$ cat config.mk
export PLATFORM = sky130hd
export DESIGN_NAME = pwm_duty_decoder
export DESIGN_NICKNAME = d
export VERILOG_FILES = /design/src/rtl/pwm_pkg.sv /design/src/rtl/pwm_duty_div.sv /design/src/rtl/pwm_duty_decoder.sv
export SDC_FILE = /design/constraint.sdc
export NUM_CORES = 1
export LEC_CHECK = 0
export ABC_AREA = 1
export CAP_MARGIN = 25
export CORE_MARGIN = 4
export CORE_UTILIZATION = 49
export CTS_CLUSTER_DIAMETER = 50
export DETAILED_ROUTE_END_ITERATION = 7
export HOLD_SLACK_MARGIN = 0.1
export PLACE_DENSITY = 0.8
export SLEW_MARGIN = 20
export SYNTH_ARGS = -nofsm -noshare
export SYNTH_HDL_FRONTEND = slang
export SYNTH_SLANG_ARGS = --single-unit
$ cat constraint.sdc
create_clock -name CLK_IP -period 4.79 [get_ports CLK_IP]
set_input_delay 0.958 -clock CLK_IP [delete_from_list [all_inputs] [get_ports CLK_IP]]
set_output_delay 0.958 -clock CLK_IP [all_outputs]
set_load 0.01 [all_outputs]
$ cat src/rtl/pwm_pkg.sv
// pwm_pkg: shared PWM resolution default and duty-decoder FSM states
package pwm_pkg;
    localparam int DEFAULT_PWM_RESOLUTION_BITS = 8;
    typedef enum logic [1:0] {IDLE, WAIT_RISE, HIGH, LOW} state_t;
endpackage

$ cat src/rtl/pwm_duty_div.sv
// pwm_duty_div: restoring divider, one quotient bit per cycle MSB first, computing floor(hi*2^N/per) for hi<per
module pwm_duty_div #(
    parameter int N        = 8,
    parameter int CNT_BITS = 16
) (
    input  logic                CLK_IP,
    input  logic                RST_IP,
    input  logic                i_abort,
    input  logic                i_start,
    input  logic [CNT_BITS-1:0] i_hi,
    input  logic [CNT_BITS-1:0] i_per,
    output logic                o_busy,
    output logic                o_done,
    output logic [N-1:0]        o_quot
);
    localparam int CW = $clog2(N + 1);
    logic [CNT_BITS-1:0] r_rem, r_per;
    logic [N-2:0]        r_q;
    logic [CW-1:0]       r_left;
    logic [CNT_BITS:0]   w_sh;
    logic                w_bit;
    assign w_sh   = {r_rem, 1'b0};
    assign w_bit  = w_sh >= {1'b0, r_per};
    assign o_done = o_busy && r_left == CW'(1);
    assign o_quot = {r_q, w_bit};
    // Remainder stays below per, so it always fits CNT_BITS after the restore step
    always_ff @(posedge CLK_IP or posedge RST_IP)
        if (RST_IP) begin
            o_busy <= 1'b0;
            r_left <= '0;
            r_rem  <= '0;
            r_per  <= '0;
            r_q    <= '0;
        end else if (i_abort)
            o_busy <= 1'b0;
        else if (i_start && !o_busy) begin
            o_busy <= 1'b1;
            r_left <= CW'(N);
            r_rem  <= i_hi;
            r_per  <= i_per;
            r_q    <= '0;
        end else if (o_busy) begin
            o_busy <= !o_done;
            r_left <= r_left - 1'b1;
            r_rem  <= CNT_BITS'(w_bit ? w_sh - {1'b0, r_per} : w_sh);
            r_q    <= o_quot[N-2:0];
        end
endmodule

$ cat src/rtl/pwm_duty_decoder.sv
// pwm_duty_decoder: measures high time, period and normalised duty of an asynchronous PWM input
module pwm_duty_decoder #(
    parameter int PWM_RESOLUTION_BITS = pwm_pkg::DEFAULT_PWM_RESOLUTION_BITS,
    parameter int CNT_BITS            = 16
) (
    input  logic                           CLK_IP,
    input  logic                           RST_IP,
    input  logic                           enable_i,
    input  logic                           pwm_i,
    output logic [PWM_RESOLUTION_BITS-1:0] duty_o,
    output logic [CNT_BITS-1:0]            high_cnt_o,
    output logic [CNT_BITS-1:0]            period_cnt_o,
    output logic                           valid_o,
    output logic                           stuck_o,
    output logic                           level_o,
    output logic                           overrun_o
);
    import pwm_pkg::*;
    localparam int N = PWM_RESOLUTION_BITS;
    localparam logic [CNT_BITS-1:0] MAX_CNT = '1;
    localparam logic [CNT_BITS-1:0] ONE     = CNT_BITS'(1);
    state_t              r_state, w_next;
    logic                r_meta, r_s, r_s_d;
    logic [CNT_BITS-1:0] r_hi_cnt, r_per_cnt, r_cap_hi, r_cap_per;
    logic                w_rise, w_fall, w_timeout, w_capture, w_start, w_abort, w_busy, w_done;
    logic [N-1:0]        w_quot;
    assign w_rise  = r_s & ~r_s_d;
    assign w_fall  = ~r_s & r_s_d;
    assign w_abort = ~enable_i;
    always_ff @(posedge CLK_IP or posedge RST_IP)
        if (RST_IP) {r_meta, r_s, r_s_d} <= '0;
        else {r_meta, r_s, r_s_d} <= {pwm_i, r_meta, r_s};
    always_ff @(posedge CLK_IP or posedge RST_IP)
        if (RST_IP) r_state <= IDLE;
        else r_state <= w_next;
    always_comb begin
        w_next = r_state;
        if (!enable_i) w_next = IDLE;
        else if (w_timeout) w_next = WAIT_RISE;
        else
            case (r_state)
                IDLE:      w_next = WAIT_RISE;
                WAIT_RISE: w_next = w_rise ? HIGH : WAIT_RISE;
                HIGH:      w_next = w_fall ? LOW : HIGH;
                LOW:       w_next = w_rise ? HIGH : LOW;
                default:   w_next = IDLE;
            endcase
    end
    always_comb begin
        w_timeout = enable_i && r_state != IDLE && r_per_cnt == MAX_CNT;
        w_capture = enable_i && r_state == LOW && w_rise && !w_timeout;
        w_start   = w_capture && !w_busy;
        overrun_o = w_capture && w_busy;
    end
    // The rise cycle is the first high cycle of the new period, so both counters restart at 1
    always_ff @(posedge CLK_IP or posedge RST_IP)
        if (RST_IP) begin
            r_hi_cnt  <= '0;
            r_per_cnt <= '0;
        end else if (!enable_i || r_state == IDLE || w_timeout) begin
            r_hi_cnt  <= '0;
            r_per_cnt <= '0;
        end else if (w_rise && r_state != HIGH) begin
            r_hi_cnt  <= ONE;
            r_per_cnt <= ONE;
        end else begin
            r_per_cnt <= r_per_cnt + 1'b1;
            if (r_state == HIGH && !w_fall) r_hi_cnt <= r_hi_cnt + 1'b1;
        end
    always_ff @(posedge CLK_IP or posedge RST_IP)
        if (RST_IP) begin
            r_cap_hi  <= '0;
            r_cap_per <= '0;
        end else if (w_start) begin
            r_cap_hi  <= r_hi_cnt;
            r_cap_per <= r_per_cnt;
        end
    pwm_duty_div #(.N(N), .CNT_BITS(CNT_BITS)) u_div (
        .CLK_IP  (CLK_IP),
        .RST_IP  (RST_IP),
        .i_abort (w_abort),
        .i_start (w_start),
        .i_hi    (r_hi_cnt),
        .i_per   (r_per_cnt),
        .o_busy  (w_busy),
        .o_done  (w_done),
        .o_quot  (w_quot)
    );
    always_ff @(posedge CLK_IP or posedge RST_IP)
        if (RST_IP) begin
            valid_o      <= 1'b0;
            stuck_o      <= 1'b0;
            level_o      <= 1'b0;
            duty_o       <= '0;
            high_cnt_o   <= '0;
            period_cnt_o <= '0;
        end else if (w_done && enable_i) begin
            valid_o      <= 1'b1;
            stuck_o      <= 1'b0;
            duty_o       <= w_quot;
            high_cnt_o   <= r_cap_hi;
            period_cnt_o <= r_cap_per;
        end else if (w_timeout) begin
            valid_o      <= 1'b1;
            stuck_o      <= 1'b1;
            level_o      <= r_s;
            duty_o       <= {N{r_s}};
            high_cnt_o   <= {CNT_BITS{r_s}};
            period_cnt_o <= MAX_CNT;
        end else
            valid_o <= 1'b0;
endmodule

==> impl_metrics.csv, run 1 <==
group,metric,value,unit
clocking,numCtsBuffers,17,
clocking,cts-resized-gates,0,
clocking,clk_pin_slew,60,ps
placed_design,hpwl,13100,um
critical_path,critPathLaunchType,"input pin",
cells_and_area,final_util,58.6,%
synthesis,syn_area,7830,um^2
cells_and_area,final_nets,1040,
critical_path,cp_common_cell,"clkdlybuf4s50_1",
cells_and_area,final_common_cell,"nand2_1",
clocking,post_cts_buffers,0,
sta,drv_slew,0,
clocking,tritoncts,"done",
sta,hold_violations,0,
global_routing,track_usage,21.8,%
synthesis,yosysWarnings,0,
placed_design,place_congestion,0.937,
synthesis,ys_seq_area_share,49.8,%
synthesis,synthCells,974,
pwr,ir_drop,0.288,mV
detailed_routing,vias,6550,
floorplanning,initial_core_util,50.8,%
global_routing,grt-ovfl-total,0,
sta,worst_pin_slew,841,ps
pwr,power_density,420,nW/um^2
critical_path,path_class,"in2out",
synthesis,ys_seq_elements,156,
detailed_routing,drt_iter0_drc,573,
floorplanning,io_pins,48,
cells_and_area,antenna_cells,0,
global_routing,grt_max_degree,100,
sta,tns,0,ps
cells_and_area,drive_gt1_share,5.65,%
cells_and_area,syn2layout_area_growth,15.4,%
critical_path,arrival,2770,ps
critical_path,crit_path_max_fanout,16,
sta,rsz0062_at_grt,"no",
global_routing,first_global_vias,6314,
detailed_routing,dr.pass1.iters,5,
critical_path,slowest_stage,"clkdlybuf4s50_1",
hold_path,hp-class,"reg2reg",
run,cap_violations,0,
critical_path,crit_chain,"clkdlybuf4s50_1 -> inv_2 -> nor3_4 -> buf_4 -> nand2_2 -> nor2_1 -> clkdlybuf4s50_1",
critical_path,critical_path_required,3830,ps
critical_path,crit_path_max_incr_delay,560,ps
pwr,leakage,0.00456,uW
detailed_routing,route.detailed.drc,0,
synthesis,syn-num-nets,999,
sta,fin_skew,8.85,ps
detailed_routing,ant_nets,0,
floorplanning,core,15400,um^2
sta,setup_viol,0,
sta,relSlewSlack,43.7,%
floorplanning,row_count,45,
sta,fmax,0.268,GHz
placed_design,port_buffers,47,
clocking,ctsHoldBuffers,0,
synthesis,syn_avg_cell_area,8.04,um^2
synthesis,synth_cell_types,39,
detailed_routing,wire_per_inst,15.3,um
critical_path,end_kind,"output pin",
clocking,cts_max_level,4,
clocking,cts_sinks,156,
sta,period_share,77.8,%
floorplanning,die_area,18100,um^2
detailed_routing,wirelength,18900,um
synthesis,synth_top_area_cell,"dfrtp_1",
synthesis,yosysTopAreaCellShare,49.8,%
global_routing,antenna_found_initial,0,
clocking,worstSkewPairLatency,430,ps
clocking,clock_path_buffers,2,
cells_and_area,final_cell_mix,"nand2_1, dfrtp_1, inv_1",
synthesis,synth_area_leaders,"dfrtp_1, nand2_1, inv_1",
outcome,status,"complete, no violations",
global_routing,grt_pass1_wl,31300,um
floorplanning,fp.dieH,134,um
sta,min_period,3730,ps
detailed_routing,vias_per_cell,5.29,
clocking,cts_root_buffer,"clkbuf_16",
floorplanning,die_x,134,um
==> worst max-delay path: cells and delay by family <==
kind / cells / cell delay (ps)
simple gates: 3 / 360
buf+inv: 4 / 1440
==> power breakdown <==
part           switching [uW]  total (uW)  internal (uW)  leakage (uW)
Clock                     523        1310            791      0.000279
Combinational             586         941            355       0.00230
Sequential               93.8        1540           1450       0.00198
==> per-stage QoR <==
step,power (uW),cells,worst slack (ps),hold WS [ps],area (um^2)
finish,3800,1238,1060,347,9040
global route,4020,1238,1020,361,9040
CTS,3810,1237,1080,350,9020
detailed placement,2490,1206,1110,336,8450
global placement,2470,1206,1130,334,8450
floorplan,2250,974,1860,331,7840
==> sequential cells by signal, indices dropped and copies added (netlist names) <==
name          flops
period_cnt_o     16
high_cnt_o       16
r_cap_per        16
r_s               1
r_state           2
u_div.r_rem      16
stuck_o           1
u_div.o_busy      1
duty_o            8
r_s_d             1
level_o           1
u_div.r_q         7
r_cap_hi         16
valid_o           1
r_per_cnt        16
u_div.r_left      4
r_hi_cnt         16
r_meta            1
u_div.r_per      16
==> Yosys cell counts (all sizes together) <==
cell type,count
a21oi,49
a31oi,1
and2,1
buf,21
clkbuf,9
clkinv,1
dfrtp,156
fa,1
ha,20
inv,140
nand2,276
nand3,74
nand3b,11
nand4,26
nor2,85
nor3,16
nor3b,3
nor4,2
o211ai,8
o21a,2
o21ai,40
o22a,4
o22ai,7
or2,1
xnor2,10
xor2,10
==> cell families after synthesis <==
kind of cell	count (synthesis)	share of synthesized area (%)
AO/OA/AOI/OAI	111	7.88
AND/OR/NAND/NOR	495	27.7
adder cells (fa/ha/maj)	21	3.45
flip-flops	156	49.8
buffers and inverters	171	8.88
XOR/XNOR	20	2.24
==> path summary, 6_finish.rpt <==
check | startpoint | end | slack, ps | cells after the start
worst min-delay path | r_meta | r_s | 350 | 0
worst max register to register | r_per_cnt[0] | high_cnt_o[15] | 1900 | 7
worst min register to register | r_meta | r_s | 350 | 0
min in group asynchronous | RST_IP | period_cnt_o[3] | 960 | 2
worst max-delay path | enable_i | overrun_o | 1060 | 7
max in group asynchronous | RST_IP | high_cnt_o[3] | 2930 | 3
==> layer usage <==
metal | GRT usage (%) | up-vias | wire length, um
li1 | - | 3187 | -
met1 | 30.7 | 3147 | 8690
met2 | 33.9 | 176 | 8810
met3 | 3.68 | 40 | 898
met4 | 8.60 | 0 | 485
met5 | 0 | - | 0
==> cell type report <==
type	count	area [um^2]
inverters	141	533
fillers	1344	6390
clock buffers	21	460
flip-flops and latches	156	3900
clock inverters	10	116
well taps	211	264
repair buffers	52	528
multi-input cells	647	3230
Note: power is estimated with default switching activity, not from simulation.
==> run 2: changes to the inputs <==
==> constraint.sdc (replaced) <==
create_clock -name CLK_IP -period 3.25 [get_ports CLK_IP]
set_input_delay 0.65 -clock CLK_IP [delete_from_list [all_inputs] [get_ports CLK_IP]]
set_output_delay 0.65 -clock CLK_IP [all_outputs]
set_load 0.01 [all_outputs]
==> run 2 against run 1 <==
Against the previous run: power increased by 53%; critical endpoint unchanged; worst hold slack improved by 17 ps; clock-buffer cell count unchanged.
==> impl_metrics.csv, run 2 (synthesized netlist as in run 1, its figures left out) <==
group,metric,value,unit
global_routing,first_global_vias,6480,
sta,setup_viol,0,
clocking,cts-resized-gates,0,
sta,fmax,0.343,GHz
cells_and_area,antenna_cells,0,
critical_path,crit_path_max_incr_delay,490,ps
global_routing,track_usage,22.2,%
sta,rsz0062_at_grt,"no",
detailed_routing,drt_iter0_drc,565,
sta,hold_violations,0,
pwr,power_density,631,nW/um^2
pwr,leakage,0.00465,uW
detailed_routing,wire_per_inst,15.2,um
pwr,p_int,3970,uW
sta,min_period,2920,ps
floorplanning,fp.dieH,134,um
placed_design,preCtsSetupSlack,380,ps
sta,tns,0,ps
clocking,cts_max_level,4,
pwr,combPwrFrac,24.5,%
critical_path,path_class,"reg2out",
critical_path,slowest_stage,"clkdlybuf4s50_1",
sta,period_share,89.8,%
cells_and_area,nFillCells,1321,
pwr,clock_power_share,36.3,%
hold_path,hp-class,"reg2reg",
pwr,power,5800,uW
cells_and_area,multi_input_area,3230,um^2
floorplanning,io_pins,48,
clocking,numCtsBuffers,17,
sta,relSlewSlack,63.4,%
clocking,ctsHoldBuffers,0,
cells_and_area,final_cell_mix,"nand2_1, dfrtp_1, inv_1",
floorplanning,die_area,18100,um^2
clocking,post_cts_buffers,0,
cells_and_area,syn2layout_area_growth,17.5,%
detailed_routing,ant_nets,0,
critical_path,crit_buf_inv,1,
sta,worst_pin_slew,549,ps
clocking,clock_path_buffers,2,
global_routing,antenna_found_initial,0,
detailed_routing,vias_per_cell,5.34,
clocking,tritoncts,"done",
pwr,switching_share,31.6,%
floorplanning,die_x,134,um
sta,fin_skew,8.45,ps
cells_and_area,final_common_cell,"nand2_1",
floorplanning,core,15400,um^2
sta,drv_slew,0,
critical_path,critical_path_required,2600,ps
pwr,ir_drop,0.466,mV
critical_path,crit_path_max_fanout,4,
detailed_routing,dr.pass1.iters,5,
placed_design,port_buffers,47,
placed_design,hpwl,13700,um
clocking,clk_pin_slew,60,ps
clocking,worstSkewPairLatency,430,ps
critical_path,critPathLaunchType,"flip-flop",
pwr,p_switching,1830,uW
cells_and_area,drive_gt1_share,7.11,%
clocking,cts_root_buffer,"clkbuf_16",
run,cap_violations,0,
sta,fin_ws,331,ps
detailed_routing,vias,6688,
critical_path,arrival,2270,ps
pwr,p_seq_share,39.2,%
critical_path,crit_family,"simple AND/OR/NAND/NOR gates",
clocking,cts_sinks,156,
critical_path,end_kind,"output pin",
critical_path,crit_chain,"ha_1 -> nand3_1 -> nor2_2 -> nand3_4 -> nand2_2 -> nor2_1 -> clkdlybuf4s50_1",
floorplanning,initial_core_util,50.8,%
global_routing,grt-ovfl-total,0,
detailed_routing,wirelength,19000,um
detailed_routing,route.detailed.drc,0,
global_routing,grt_pass1_wl,32000,um
global_routing,grt_max_degree,50,
cells_and_area,seqCellArea,3900,um^2
outcome,status,"complete, no violations",
placed_design,place_congestion,0.941,
floorplanning,row_count,45,
cells_and_area,final_nets,1053,
run 2: routing by layer:
metal | vias to the layer above | part of all wire [%] | track usage, %
met1 | 3189 | 44 | 30.3
met2 | 243 | 46 | 34.6
met5 | - | 0 | 0
li1 | 3206 | - | -
met3 | 50 | 6.7 | 4.09
met4 | 0 | 3.4 | 10.1
run 2: power groups by stage:
| stage | sequential [uW] | combinational (uW) | clock (uW) |
|---|---|---|---|
| final | 2280 | 1420 | 2110 |
| after global routing | 2300 | 1630 | 2210 |
| after detailed placement | 2300 | 1400 | 0 |
| after CTS | 2270 | 1410 | 2120 |
| after floorplan | 2270 | 1040 | 0 |
| after global placement | 2300 | 1360 | 0 |
run 2: cell type report:
cell class	count	share of cell area [%]
flip-flops and latches	156	42.4
multi-input cells	647	35.1
repair buffers	65	6.85
inverters	141	5.79
clock buffers	21	5.22
well taps	211	2.87
clock inverters	11	1.71
run 2: worst reg2reg max path: cells and delay by family (launching register included):
kind	cells	cell delay, ps
buffers and inverters	3	620
DFF	1	410
adders and majority gates	1	250
and+or+nand+nor	6	850
AOI/OAI and AO/OA	1	110
run 2: worst paths after layout:
path,endpoint,depth (start not counted),start,slack (ps)
worst max-delay path,overrun_o,7,r_per_cnt[0],330
worst min-delay path,r_s,0,r_meta,360
worst max register to register,u_div.r_rem[15],11,r_per_cnt[0],930
worst min register to register,r_s,0,r_meta,360
max in group asynchronous,duty_o[0],3,RST_IP,1870
min in group asynchronous,r_per_cnt[9],2,RST_IP,620
run 2: per-stage QoR:
stage               utilization, %  hold slack, ps  instances  cell area [um^2]
finish                        59.6             364       1252              9200
global route                  59.6             374       1252              9200
CTS                           59.6             369       1252              9200
detailed placement            55.5             354       1220              8560
global placement              55.5             333       1220              8560
floorplan                        -             331        974              7840
